===== config.mk =====
export PLATFORM = sky130hd
export DESIGN_NAME = y86_seq_controller_flat
export DESIGN_NICKNAME = d
export VERILOG_FILES = /design/src/rtl/y86_pkg.sv /design/src/rtl/y86_seq_controller_if.sv /design/src/rtl/y86_cond_eval.sv /design/src/rtl/y86_seq_controller.sv /design/src/flat_wrapper.sv
export SDC_FILE = /design/constraint.sdc
export NUM_CORES = 1
export LEC_CHECK = 0
export CAP_MARGIN = 20
export CORE_MARGIN = 10
export CORE_UTILIZATION = 35
export CTS_CLUSTER_SIZE = 25
export DETAILED_ROUTE_END_ITERATION = 10
export GPL_TIMING_DRIVEN = 0
export RECOVER_POWER = 100
export SLEW_MARGIN = 0
export SYNTH_ARGS = -nofsm -noshare
export SYNTH_HDL_FRONTEND = slang
export SYNTH_SLANG_ARGS = --single-unit

===== constraint.sdc =====
create_clock -name clk -period 15.51 [get_ports clk]
set_clock_uncertainty 0.15 [all_clocks]
set_input_delay 3.8775 -clock clk [delete_from_list [all_inputs] [get_ports clk]]
set_output_delay 3.8775 -clock clk [all_outputs]
set_load 0.02 [all_outputs]

===== src/rtl/y86_pkg.sv =====
// Shared constants and types for the Y86-64 multi-cycle sequencer.
package y86_pkg;

  localparam logic [3:0] I_HALT   = 4'h0;
  localparam logic [3:0] I_NOP    = 4'h1;
  localparam logic [3:0] I_CMOVXX = 4'h2;
  localparam logic [3:0] I_IRMOVQ = 4'h3;
  localparam logic [3:0] I_RMMOVQ = 4'h4;
  localparam logic [3:0] I_MRMOVQ = 4'h5;
  localparam logic [3:0] I_OPQ    = 4'h6;
  localparam logic [3:0] I_JXX    = 4'h7;
  localparam logic [3:0] I_CALL   = 4'h8;
  localparam logic [3:0] I_RET    = 4'h9;
  localparam logic [3:0] I_PUSHQ  = 4'hA;
  localparam logic [3:0] I_POPQ   = 4'hB;

  localparam logic [1:0] STAT_AOK = 2'd0;
  localparam logic [1:0] STAT_HLT = 2'd1;
  localparam logic [1:0] STAT_ADR = 2'd2;
  localparam logic [1:0] STAT_INS = 2'd3;

  localparam logic [3:0] C_ALWAYS = 4'd0;
  localparam logic [3:0] C_LE     = 4'd1;
  localparam logic [3:0] C_L      = 4'd2;
  localparam logic [3:0] C_E      = 4'd3;
  localparam logic [3:0] C_NE     = 4'd4;
  localparam logic [3:0] C_GE     = 4'd5;
  localparam logic [3:0] C_G      = 4'd6;

  typedef enum logic [2:0] {
    S_IDLE, S_FETCH, S_DECODE, S_EXECUTE,
    S_MEMORY, S_WRITEBACK, S_PCUPD, S_HALTED
  } state_t;

  localparam int SE_FETCH     = 0;
  localparam int SE_DECODE    = 1;
  localparam int SE_EXECUTE   = 2;
  localparam int SE_MEMORY    = 3;
  localparam int SE_WRITEBACK = 4;

endpackage


===== src/rtl/y86_seq_controller_if.sv =====
// Bundle between the sequencer (master) and the surrounding datapath (slave).
interface y86_seq_controller_if #(
  parameter int ADDR_W = 64,
  parameter int CNT_W  = 32
);
  logic              run;
  logic [3:0]        icode;
  logic [3:0]        ifun;
  logic              instr_valid;
  logic              imem_error;
  logic [ADDR_W-1:0] valC;
  logic [ADDR_W-1:0] valP;
  logic [ADDR_W-1:0] valM;
  logic              zf, sf, of;
  logic              dmem_ack;
  logic              dmem_error;
  logic [ADDR_W-1:0] pc;
  logic [4:0]        stage_en;
  logic              dmem_req;
  logic              cnd;
  logic [1:0]        status;
  logic              retired;
  logic [CNT_W-1:0]  cycle_cnt;
  logic [CNT_W-1:0]  instr_cnt;

  modport master (
    input  run, icode, ifun, instr_valid, imem_error, valC, valP, valM,
           zf, sf, of, dmem_ack, dmem_error,
    output pc, stage_en, dmem_req, cnd, status, retired, cycle_cnt, instr_cnt
  );

  modport slave (
    output run, icode, ifun, instr_valid, imem_error, valC, valP, valM,
           zf, sf, of, dmem_ack, dmem_error,
    input  pc, stage_en, dmem_req, cnd, status, retired, cycle_cnt, instr_cnt
  );
endinterface


===== src/rtl/y86_cond_eval.sv =====
// Combinational Y86 condition evaluation for jXX and cmovXX.
module y86_cond_eval
  import y86_pkg::*;
(
  input  logic [3:0] i_ifun,
  input  logic       i_zf,
  input  logic       i_sf,
  input  logic       i_of,
  output logic       o_cnd
);
  logic w_lt;
  assign w_lt = i_sf ^ i_of;

  always_comb begin
    o_cnd = 1'b0;
    case (i_ifun)
      C_ALWAYS: o_cnd = 1'b1;
      C_LE:     o_cnd = w_lt | i_zf;
      C_L:      o_cnd = w_lt;
      C_E:      o_cnd = i_zf;
      C_NE:     o_cnd = ~i_zf;
      C_GE:     o_cnd = ~w_lt;
      C_G:      o_cnd = ~w_lt & ~i_zf;
      default:  o_cnd = 1'b0;
    endcase
  end
endmodule


===== src/rtl/y86_seq_controller.sv =====
// Multi-cycle Y86-64 sequencer: stage enables, PC ownership, memory handshake,
// sticky status, run/step control and saturating performance counters.
module y86_seq_controller
  import y86_pkg::*;
#(
  parameter int                ADDR_W      = 64,
  parameter logic [ADDR_W-1:0] RESET_PC    = '0,
  parameter int                MEM_TIMEOUT = 16,
  parameter int                CNT_W       = 32
) (
  input logic                  clk,
  input logic                  reset,
  y86_seq_controller_if.master io_bus
);
  localparam int TMO_W = $clog2(MEM_TIMEOUT + 1);

  state_t            r_state, w_nextState;
  logic [1:0]        r_status, w_nextStatus;
  logic [ADDR_W-1:0] r_pc, r_valM, w_nextPc;
  logic [4:0]        r_stageEn, w_stageEn;
  logic [TMO_W-1:0]  r_memCnt;
  logic [CNT_W-1:0]  r_cycleCnt, r_instrCnt;
  logic              r_cnd, r_dmemReq, r_retired;
  logic              w_retire, w_ackTake, w_condRaw, w_isCondOp, w_needsMem, w_badInstr;

  y86_cond_eval u_cond (
    .i_ifun (io_bus.ifun),
    .i_zf   (io_bus.zf),
    .i_sf   (io_bus.sf),
    .i_of   (io_bus.of),
    .o_cnd  (w_condRaw)
  );

  assign w_isCondOp = (io_bus.icode == I_CMOVXX) || (io_bus.icode == I_JXX);
  assign w_needsMem = io_bus.icode inside {I_RMMOVQ, I_MRMOVQ, I_CALL, I_RET, I_PUSHQ, I_POPQ};
  assign w_badInstr = !io_bus.instr_valid || (io_bus.icode > I_POPQ) ||
                      (w_isCondOp && (io_bus.ifun > C_G));

  always_comb begin
    w_nextState  = r_state;
    w_nextStatus = r_status;
    w_retire     = 1'b0;
    w_ackTake    = 1'b0;
    case (r_state)
      S_IDLE:    if (io_bus.run) w_nextState = S_FETCH;
      S_FETCH: begin
        if (io_bus.imem_error) begin
          w_nextStatus = STAT_ADR;
          w_nextState  = S_HALTED;
        end else begin
          w_nextState = S_DECODE;
        end
      end
      S_DECODE: begin
        if (w_badInstr) begin
          w_nextStatus = STAT_INS;
          w_nextState  = S_HALTED;
        end else if (io_bus.icode == I_HALT) begin
          w_nextStatus = STAT_HLT;
          w_nextState  = S_HALTED;
          w_retire     = 1'b1;
        end else begin
          w_nextState = S_EXECUTE;
        end
      end
      S_EXECUTE: w_nextState = w_needsMem ? S_MEMORY : S_WRITEBACK;
      // Error outranks ack; silence for MEM_TIMEOUT cycles is treated as an address fault
      S_MEMORY: begin
        if (io_bus.dmem_error) begin
          w_nextStatus = STAT_ADR;
          w_nextState  = S_HALTED;
        end else if (io_bus.dmem_ack) begin
          w_ackTake   = 1'b1;
          w_nextState = S_WRITEBACK;
        end else if (r_memCnt == TMO_W'(MEM_TIMEOUT - 1)) begin
          w_nextStatus = STAT_ADR;
          w_nextState  = S_HALTED;
        end
      end
      S_WRITEBACK: w_nextState = S_PCUPD;
      S_PCUPD: begin
        w_retire    = 1'b1;
        w_nextState = io_bus.run ? S_FETCH : S_IDLE;
      end
      S_HALTED: w_nextState = S_HALTED;
      default:  w_nextState = S_IDLE;
    endcase
  end

  always_comb begin
    w_stageEn               = '0;
    w_stageEn[SE_FETCH]     = (w_nextState == S_FETCH);
    w_stageEn[SE_DECODE]    = (w_nextState == S_DECODE);
    w_stageEn[SE_EXECUTE]   = (w_nextState == S_EXECUTE);
    w_stageEn[SE_MEMORY]    = (w_nextState == S_MEMORY);
    w_stageEn[SE_WRITEBACK] = (w_nextState == S_WRITEBACK);
  end

  always_comb begin
    w_nextPc = io_bus.valP;
    if ((io_bus.icode == I_CALL) || ((io_bus.icode == I_JXX) && r_cnd))
      w_nextPc = io_bus.valC;
    else if (io_bus.icode == I_RET)
      w_nextPc = r_valM;
  end

  always_ff @(posedge clk or posedge reset) begin
    if (reset) begin
      r_state    <= S_IDLE;
      r_status   <= STAT_AOK;
      r_pc       <= RESET_PC;
      r_valM     <= '0;
      r_cnd      <= 1'b0;
      r_stageEn  <= '0;
      r_dmemReq  <= 1'b0;
      r_retired  <= 1'b0;
      r_memCnt   <= '0;
      r_cycleCnt <= '0;
      r_instrCnt <= '0;
    end else begin
      r_state   <= w_nextState;
      r_status  <= w_nextStatus;
      r_stageEn <= w_stageEn;
      r_dmemReq <= (w_nextState == S_MEMORY);
      r_retired <= w_retire;
      r_memCnt  <= (r_state == S_MEMORY) ? r_memCnt + 1'b1 : '0;
      if (r_state == S_EXECUTE)
        r_cnd <= w_isCondOp & w_condRaw;
      if (w_ackTake)
        r_valM <= io_bus.valM;
      if (r_state == S_PCUPD)
        r_pc <= w_nextPc;
      if (w_retire && (r_instrCnt != {CNT_W{1'b1}}))
        r_instrCnt <= r_instrCnt + 1'b1;
      if ((r_state != S_IDLE) && (r_state != S_HALTED) && (r_cycleCnt != {CNT_W{1'b1}}))
        r_cycleCnt <= r_cycleCnt + 1'b1;
    end
  end

  assign io_bus.pc        = r_pc;
  assign io_bus.stage_en  = r_stageEn;
  assign io_bus.dmem_req  = r_dmemReq;
  assign io_bus.cnd       = r_cnd;
  assign io_bus.status    = r_status;
  assign io_bus.retired   = r_retired;
  assign io_bus.cycle_cnt = r_cycleCnt;
  assign io_bus.instr_cnt = r_instrCnt;
endmodule

===== src/flat_wrapper.sv =====
// flat-port wrapper written by rule: the top's interface ports become plain ports
module y86_seq_controller_flat import y86_pkg::*;
#(
  parameter int                ADDR_W      = 64,
  parameter logic [ADDR_W-1:0] RESET_PC    = '0,
  parameter int                MEM_TIMEOUT = 16,
  parameter int                CNT_W       = 32
)
  (clk, reset, io_bus_run, io_bus_icode, io_bus_ifun, io_bus_instr_valid, io_bus_imem_error, io_bus_valC, io_bus_valP, io_bus_valM, io_bus_zf, io_bus_sf, io_bus_of, io_bus_dmem_ack, io_bus_dmem_error, io_bus_pc, io_bus_stage_en, io_bus_dmem_req, io_bus_cnd, io_bus_status, io_bus_retired, io_bus_cycle_cnt, io_bus_instr_cnt);
  y86_seq_controller_if #(.ADDR_W(ADDR_W), .CNT_W(CNT_W)) io_bus_i ();
  input logic clk;
  input logic reset;
  input wire logic [$bits(io_bus_i.run)-1:0] io_bus_run;
  input wire logic [$bits(io_bus_i.icode)-1:0] io_bus_icode;
  input wire logic [$bits(io_bus_i.ifun)-1:0] io_bus_ifun;
  input wire logic [$bits(io_bus_i.instr_valid)-1:0] io_bus_instr_valid;
  input wire logic [$bits(io_bus_i.imem_error)-1:0] io_bus_imem_error;
  input wire logic [$bits(io_bus_i.valC)-1:0] io_bus_valC;
  input wire logic [$bits(io_bus_i.valP)-1:0] io_bus_valP;
  input wire logic [$bits(io_bus_i.valM)-1:0] io_bus_valM;
  input wire logic [$bits(io_bus_i.zf)-1:0] io_bus_zf;
  input wire logic [$bits(io_bus_i.sf)-1:0] io_bus_sf;
  input wire logic [$bits(io_bus_i.of)-1:0] io_bus_of;
  input wire logic [$bits(io_bus_i.dmem_ack)-1:0] io_bus_dmem_ack;
  input wire logic [$bits(io_bus_i.dmem_error)-1:0] io_bus_dmem_error;
  output wire logic [$bits(io_bus_i.pc)-1:0] io_bus_pc;
  output wire logic [$bits(io_bus_i.stage_en)-1:0] io_bus_stage_en;
  output wire logic [$bits(io_bus_i.dmem_req)-1:0] io_bus_dmem_req;
  output wire logic [$bits(io_bus_i.cnd)-1:0] io_bus_cnd;
  output wire logic [$bits(io_bus_i.status)-1:0] io_bus_status;
  output wire logic [$bits(io_bus_i.retired)-1:0] io_bus_retired;
  output wire logic [$bits(io_bus_i.cycle_cnt)-1:0] io_bus_cycle_cnt;
  output wire logic [$bits(io_bus_i.instr_cnt)-1:0] io_bus_instr_cnt;
  assign io_bus_i.run = io_bus_run;
  assign io_bus_i.icode = io_bus_icode;
  assign io_bus_i.ifun = io_bus_ifun;
  assign io_bus_i.instr_valid = io_bus_instr_valid;
  assign io_bus_i.imem_error = io_bus_imem_error;
  assign io_bus_i.valC = io_bus_valC;
  assign io_bus_i.valP = io_bus_valP;
  assign io_bus_i.valM = io_bus_valM;
  assign io_bus_i.zf = io_bus_zf;
  assign io_bus_i.sf = io_bus_sf;
  assign io_bus_i.of = io_bus_of;
  assign io_bus_i.dmem_ack = io_bus_dmem_ack;
  assign io_bus_i.dmem_error = io_bus_dmem_error;
  assign io_bus_pc = io_bus_i.pc;
  assign io_bus_stage_en = io_bus_i.stage_en;
  assign io_bus_dmem_req = io_bus_i.dmem_req;
  assign io_bus_cnd = io_bus_i.cnd;
  assign io_bus_status = io_bus_i.status;
  assign io_bus_retired = io_bus_i.retired;
  assign io_bus_cycle_cnt = io_bus_i.cycle_cnt;
  assign io_bus_instr_cnt = io_bus_i.instr_cnt;
  y86_seq_controller #(.ADDR_W(ADDR_W), .RESET_PC(RESET_PC), .MEM_TIMEOUT(MEM_TIMEOUT), .CNT_W(CNT_W)) u_core (.clk(clk), .reset(reset), .io_bus(io_bus_i));
endmodule

Word level (Yosys, flattened, before mapping)
Index checks and enable logic that the tools add are counted.
- add/subtract/negate cells: 3
- magnitude comparators: 2
- equality and inequality tests: 34
- mux-type cells: 27
- bitwise logic cells: 6
- reduce and logical (&&, ||, !) cells: 17
- operators with widths (cell ; number):
    $mux 64 ; 2
    $add 32x1->32 const B ; 2
    $ne 32x32->1 const B ; 2
    $eq 4x3->1 const B ; 6
    $pmux 3 s8 ; 1
    $mux 3 ; 7
    $eq 3x3->1 const B ; 6
    $eq 4x4->1 const B ; 4
    $eq 3x2->1 const B ; 4
    $eq 4x2->1 const B ; 3
    $mux 2 ; 6
    $logic_not 4->1 ; 2
    $mux 1 ; 7
    $pmux 1 s7 ; 1
    $eq 3x1->1 const B ; 2
    $ne 3x3->1 const B ; 2
    $pmux 2 s3 ; 1
    $reduce_bool 3->1 ; 2
    $reduce_bool 6->1 ; 1
    $add 5x1->5 const B ; 1
    $eq 5x4->1 const B ; 1
    $logic_and 1x1->1 ; 5
    $mux 5 ; 1
    $reduce_and 5->1 ; 1
    other kinds (14) ; 19
- flip-flop bits (word level): 210
- bits of input ports: 210
- output and inout port bits: 138
- word-level logic and storage cells: 100

Depth between registers and ports, before layout
Gate-level depths: netlist of run 1.
- depth after elaboration: 7
- mapped depth: 8
- mapped depth without buffers: 8

Modules after synthesis
Synthesis of run 1 repeated with hierarchy kept, for this count alone.
- cells, all modules: 943
- area total of the unflattened synthesis: 9815.7 um^2
- modules (own cells, without submodules) (module ; times used ; cells an instance ; area an instance (um^2) ; seq. area each (um^2)):
    y86_seq_controller ; 1 ; 933 ; 9734.3 ; 5230.0
    y86_cond_eval ; 1 ; 10 ; 81.3 ; 0.0

Worst setup path before layout of run 1
Ideal clock, no wire load.
- path kind: input to register
- start: input io_bus_icode[1]
- end: register u_core.r_instrCnt[25] (netlist: u_core.io_bus.instr_cnt[25])
- setup time: 131 ps
- arrival time: 5238 ps
- data required time: 15229 ps
- path slack: 9991 ps
- cell stages on the path: 5
- path buffers: 0
- cell sequence: or4_4 > o21a_4 > and4bb_4 > nand4_1 > xnor2_1
- longest elaborated chain between the ends: 7
- elaborated cells on any way between the ends: 12
- classes of those cells: order compare: 1; eq/ne: 2; mux: 3; reduce/logical: 6
- ends and longest elaborated chain (item ; RTL line ; RTL):
    start: declaration ; flat_wrapper.sv:14 ; input wire logic [$bits(io_bus_i.icode)-1:0] io_bus_icode;
    branches (longest 4 deep; another with $gt 4x4->1) ; - ;
    $mux 1 * ; y86_seq_controller.sv:55 ; if (w_badInstr) begin
    $pmux 1 s2 * ; y86_seq_controller.sv:44 ; case (r_state)
    $logic_and 1x1->1 * ; y86_seq_controller.sv:133 ; if (w_retire && (r_instrCnt != {CNT_W{1'b1}}))
    end signal: assignment ; y86_seq_controller.sv:134 ; r_instrCnt <= r_instrCnt + 1'b1;
    end: declaration ; y86_seq_controller.sv:22 ; logic [CNT_W-1:0] r_cycleCnt, r_instrCnt;
Every way passes the cells marked *.
A chain may end at the register's enable or synchronous reset.

==> results of run 1 <==
## layout make-up
type	instances	area [µm²]	share of cell area
Sequential cell	209	5230	0.353
Multi-Input combinational cell	671	4420	0.298
Timing Repair Buffer	348	3500	0.236
Clock buffer	37	753	0.0509
Tap cell	384	480	0.0325
Buffer	52	208	0.0140
Clock inverter	10	159	0.0107
Inverter	9	35.0	0.00237
Antenna cell	8	20.0	0.00135
## power by group
part	leakage, µW	switching, µW	internal [µW]
clock network	0.000447	244	404
logic	0.00333	426	342
registers	0.00266	115	738
## state kept, by name, indices dropped and copies added, names as in the netlist
register and count:
u_core.r_memCnt 5, u_core.io_bus.cnd 1, u_core.io_bus.cycle_cnt 32, u_core.io_bus.retired 1, u_core.io_bus.pc 64, u_core.io_bus.stage_en 5, u_core.io_bus.status 2, u_core.r_state 3
u_core.r_valM 64, u_core.io_bus.instr_cnt 32
## worst min-delay path: cells and delay by family, from the launching register on
family             cells  cell delay [ns]
and+or+nand+nor        1             0.04
DFF                    1             0.33
AOI/OAI and AO/OA      1             0.06
## synth_stat cells (8+ instances only)
cell type    n
a21oi_1     70
and3_1       8
and4_1      10
clkbuf_1    32
dfrtp_1    209
inv_1        8
mux2_4      60
mux2i_1     65
nand2_1     95
nand3_1     25
nand4_1     25
nor2_1      91
nor3_1      13
o21ai_0     68
xnor2_1     46
xor2_1      17
## metal layers
layer	global-route usage	up-vias	wire, µm
li1	-	4073	-
met2	0.306	237	16800
met1	0.227	4126	14200
met3	0.0583	31	2950
met5	0	-	0
met4	0.0536	0	592
## per-stage QoR
| stage | worst slack (ns) | cell area, µm² | utilization | cells |
|---|---|---|---|---|
| 2_1_floorplan | 5.77 | 10200 | - | 941 |
| 4_1_cts | 9.43 | 15100 | 0.525 | 1720 |
| 3_5_place_dp | 8.86 | 14200 | 0.493 | 1673 |
| 5_1_grt | 7.08 | 14800 | 0.514 | 1723 |
| 6_report | 8.00 | 14800 | 0.514 | 1728 |
| 3_3_place_gp | 2.52 | 14200 | 0.492 | 1672 |
## cell families after synthesis
group	after synthesis
AOI/OAI and AO/OA	164
xor gates and xnor gates	63
adders and majority gates	4
buffers and inverters	61
DFF	209
muxes	131
and+or+nand+nor	309
## worst min-delay path by stage
stage / startpoint / endpoint / slack [ns]
CTS: u_core.io_bus.pc[53] / u_core.io_bus.pc[53] / 0.33
floorplan: u_core.r_memCnt[0] / u_core.r_memCnt[0] / 0.28
global route: u_core.io_bus.pc[53] / u_core.io_bus.pc[53] / 0.34
detailed placement: u_core.io_bus.pc[53] / u_core.io_bus.pc[53] / 0.32
finish: u_core.io_bus.pc[53] / u_core.io_bus.pc[53] / 0.32
global placement: u_core.r_memCnt[0] / u_core.r_memCnt[0] / 0.30
==> results.md, run 1 <==
* Status: finished, violations left
* Failing checks: max-capacitance violations, max-slew violations
* Standard-cell rows at 62
* Adder-cell area share of the yosys netlist at 0.00490
* CTS tree: built
* Yosys top cell area share at 0.512
* Commonest non-fill, non-tap cells in the layout: 209 x dfrtp_1, 203 x clkdlybuf4s50_1, 144 x dlygate4sd3_1
* Routed via count at 8467
* Wirelength per Cell at 20.0 µm
* Sequential area share after synthesis at 0.512
* Compound-Gate Fraction of Synth Area at 0.0906
* Top cells by area, synth: dfrtp_1 51%, mux2_4 8.8%, mux2i_1 6.4%
* Post-synth EDFFs at 0
* Synth Instances at 941
* Core Area at 28800 µm²
* Synth Area in XOR/XNOR at 0.0540
* 1st-iter DRT viols at 448
* Post-synth top flop: dfrtp_1
* Area delta synth->final at 45.0%
* Final setup fails at 0
* Worst Setup Start Kind: primary input
* Critical Path End: u_core.io_bus.instr_cnt[18]
* Tcrit/Tclk final at 0.484
* Port Buffers at 347
* WP buf/inv at 2
* MaxCap Viol Count at 1
* First-pass GRT wire length at 53.5 mm
* Worst path slowest cell: clkinvlp_2
* Crit path kind: primary input to async pin
* Initial antenna violation count at 8
* Max-slew headroom at -2.16
* H-tree depth at 1
* Reg2reg setup slack at 12.58 ns
* Levels on crit path at 2
* Vias in the first global route at 8923
* Reg2Reg Capture Point: u_core.r_valM[41]
* Fillers at 2681
* Leak at 0.00644 µW
* Clock buffer depth at 3
* Gr usage total at 0.185
* Commonest non-fill, non-tap cell in the layout: dfrtp_1
* Share of cells above drive strength 1 at 0.0501
* Final Routed Wirelength at 34.6 mm
* Boundary pin count at 348
* Worst r2r src: u_core.r_state[0]
* Die width at 191 µm
* Worst Setup SP: reset
* Crit path required time at 15.16 ns
* Layout Nets at 1531
* Largest net degree at the start of global routing at 108
* Worst hold slack at 0.321 ns
* Clock sinks at 209
* Synthesized-area fraction occupied by and/or/nand/nor cells at 0.150
* Largest family of logic cells by synthesized area: multiplexers
* Synthesized area at 10200 µm²
* Cts hold-fix bufs at 0
* RSZ-0062 raised after global routing: no
* Starting Density at 0.355
* Max-slew violations at 103
* Hold Crit Class: flip-flop to flip-flop
* Setup Fix Bufs, Post-CTS at 0
* Delay-heaviest family, CP: buffers and inverters
* Final hold vios at 0
* Worst-path clk slew at 0.05 ns
* R2R depth at 6
* CTS Root Cell: clkbuf_16
* Die height at 191 µm
* Post_cts resized at 0
* Critical path arrival at 7.16 ns
* Skew-Pair Late Insertion Delay at 0.53 ns
* Power, Total at 2270 µW
* Post-synthesis mux area share at 0.159
* Crit end category: async pin
* Peak supply drop at 0.0773 mV
* Worst-path maximum fanout at 103
* Drt drc at 0
* Vias per cell at 4.90
* Asr flop ratio synth at 1.00
* Post-synthesis area per instance at 10.8 µm²
* Crit-path cells: dlygate4sd3_1 -> clkinvlp_2
* Die Area at 36400 µm²
* Yosys Warn Count at 0
* DP HPWL at 26.3 mm
* Tightest Pin Transition at 4.72 ns
* Pre-antenna DRT Iters at 4
* Yosys reg bits at 209
* Power Dens Cells at 153 nW/µm²
* Post-synthesis cell type count at 63
* Synth area leader: dfrtp_1
* Total CTS buffers at 26
* Max incr delay on CP at 2.60 ns
* Fin crit period at 7.51 ns
* Global placement routability congestion at 0.824
* Fmax at 0.133 GHz
* Synthesized net count at 1155
* GR Overflow Total at 0
* ANT nets after route at 0
* WHS Path Cells at 2
* Sum of negative setup slack at 0 ns
No activity file was read; power rests on OpenSTA's default activity.
==> run 2, diff against run 1 <==
clock period = 7.65 ns   (was 15.51 ns; I/O delays follow)
==> results.md, run 2 (same netlist as run 1, synthesis figures left out) <==
* Final hold vios at 0 (unchanged)
* Fin area at 14800 µm² (-0.25%)
* Crit path required time at 8.20 ns (-6.96 ns)
* Max-slew violations at 120 (+17%)
* Total CTS buffers at 25 (-3.8%)
* Peak supply drop at 0.168 mV (+120%)
* Sum of negative setup slack at 0 ns (unchanged)
* R2R depth at 6 (unchanged)
* Die height at 191 µm (unchanged)
* Critical Path End: u_core.io_bus.pc[55]
* Wirelength per Cell at 20.0 µm (-0.15%)
* Fillers at 2660 (-0.78%)
* Standard-cell rows at 62 (unchanged)
* Clock buffer depth at 3 (unchanged)
* Initial antenna violation count at 9 (+1)
* Cts hold-fix bufs at 0 (unchanged)
* Post_cts resized at 0 (unchanged)
* Power, Total at 4550 µW (+100%)
* MaxCap Viol Count at 4 (+3)
* CTS Root Cell: clkbuf_16
* Worst-path maximum fanout at 40 (-61%)
* Core Area at 28800 µm² (unchanged)
* Tightest Pin Transition at 2.18 ns (-2.54 ns)
* Starting Density at 0.355 (unchanged)
* Worst r2r src: u_core.r_state[2]
* GR Overflow Total at 0 (unchanged)
* Critical path arrival at 5.82 ns (-1.34 ns)
* Crit end category: async pin
* Global placement routability congestion at 0.841 (+2.2%)
* ANT nets after route at 0 (unchanged)
* Boundary pin count at 348 (unchanged)
* Crit path kind: primary input to async pin
* Reg2reg setup slack at 4.80 ns (-7.78 ns)
* Routed via count at 8451 (-0.19%)
* Clock sinks at 209 (unchanged)
* Final Routed Wirelength at 34.5 mm (about the same)
* Layout Nets at 1535 (+0.26%)
* Vias per cell at 4.89 (-0.25%)
* Commonest non-fill, non-tap cells in the layout: 209 x dfrtp_1, 204 x clkdlybuf4s50_1, 143 x dlygate4sd3_1
* Commonest non-fill, non-tap cell in the layout: dfrtp_1
* Post-DP Area at 14300 µm² (+0.63%)
* Pre-antenna DRT Iters at 4 (unchanged)
* Worst Setup SP: reset
* Max-slew headroom at -0.452 (+1.71)
* Fin crit period at 5.27 ns
* RSZ-0062 raised after global routing: no
* Worst Setup Start Kind: primary input
* Worst-path clk slew at 0.06 ns (about the same)
* Drt drc at 0 (unchanged)
* DP HPWL at 26.6 mm (+1.2%)
* Fmax at 0.190 GHz
* Share of cells above drive strength 1 at 0.0508 (+0.000634)
* Setup Fix Bufs, Post-CTS at 0 (unchanged)
* Area delta synth->final at 44.6%
* Power Dens Cells at 308 nW/µm² (+100%)
* Hold Crit Class: flip-flop to flip-flop
* Failing checks: max-capacitance violations, max-slew violations
* Status: finished, violations left
* Die width at 191 µm (unchanged)
* Die Area at 36400 µm² (unchanged)
* Largest net degree at the start of global routing at 41 (-62%)
* Port Buffers at 347 (unchanged)
* 1st-iter DRT viols at 432 (-3.6%)
* Skew-Pair Late Insertion Delay at 0.52 ns (about the same)
* H-tree depth at 1 (unchanged)
* Reg2Reg Capture Point: u_core.r_valM[32]
* Leak at 0.00642 µW (-0.20%)
* Final setup fails at 0 (unchanged)
* First-pass GRT wire length at 53.2 mm (-0.66%)
* Gr usage total at 0.183 (-0.00187)
* Tcrit/Tclk final at 0.689
* Vias in the first global route at 8787 (-1.5%)
* CTS tree: built
-- run 2: changes by cell type in the layout (fill, tap and decap cells not counted), sizes merged --
cell           previous run  this run
diode                     8         6
clkinv                    4         7
dlygate4sd3             144       143
clkbuf                   78        79
inv                       9         8
clkdlybuf4s50           203       204
-- run 2: how the worst min path moves through the flow --
| stage | depth (start not counted) | slack, ns | endpoint | from |
|---|---|---|---|---|
| global placement | 1 | 0.30 | u_core.r_memCnt[0] | u_core.r_memCnt[0] |
| detailed placement | 1 | 0.31 | u_core.r_memCnt[0] | u_core.r_memCnt[0] |
| CTS | 1 | 0.32 | u_core.r_memCnt[0] | u_core.r_memCnt[0] |
| finish | 1 | 0.32 | u_core.r_memCnt[0] | u_core.r_memCnt[0] |
| floorplan | 1 | 0.28 | u_core.r_memCnt[0] | u_core.r_memCnt[0] |
| global route | 1 | 0.34 | u_core.r_memCnt[0] | u_core.r_memCnt[0] |
-- run 2: per-layer routing --
| metal | vias to the layer above | global-route usage | part of all wire |
|---|---|---|---|
| met1 | 4064 | 0.234 | 0.42 |
| met3 | 50 | 0.0501 | 0.077 |
| met4 | 4 | 0.0536 | 0.022 |
| li1 | 4093 | - | - |
| met5 | - | 0 | 0.00072 |
| met2 | 240 | 0.297 | 0.48 |
-- run 2: stage by stage --
stage	setup slack (ns)	instances	util	hold WS [ns]
finish	2.38	1729	0.513	0.315
global route	1.66	1727	0.513	0.341
CTS	3.43	1723	0.527	0.315
detailed placement	2.85	1678	0.496	0.308
global placement	0.954	1672	0.492	0.301
floorplan	2.87	941	-	0.283
-- run 2: where the power goes --
part	internal [µW]	leakage [µW]	switching (µW)
clock network	780	0.000432	485
registers	1500	0.00266	232
logic	693	0.00333	865
-- run 2: area by class of cell --
class	instances	area, µm²	share of cell area
Antenna cell	6	15.0	0.00102
Sequential cell	209	5230	0.354
Clock buffer	33	706	0.0478
Timing Repair Buffer	353	3510	0.238
Tap cell	384	480	0.0325
Clock inverter	12	163	0.0110
Multi-Input combinational cell	671	4420	0.299
Buffer	52	208	0.0141
Inverter	9	35.0	0.00237
-- run 2: critical path, stage by stage --
cell and delay [ns]:
dlygate4sd3_1 0.55, clkinvlp_2 0.27, clkbuf_1 1.54, clkbuf_1 1.17
buf_12 0.34
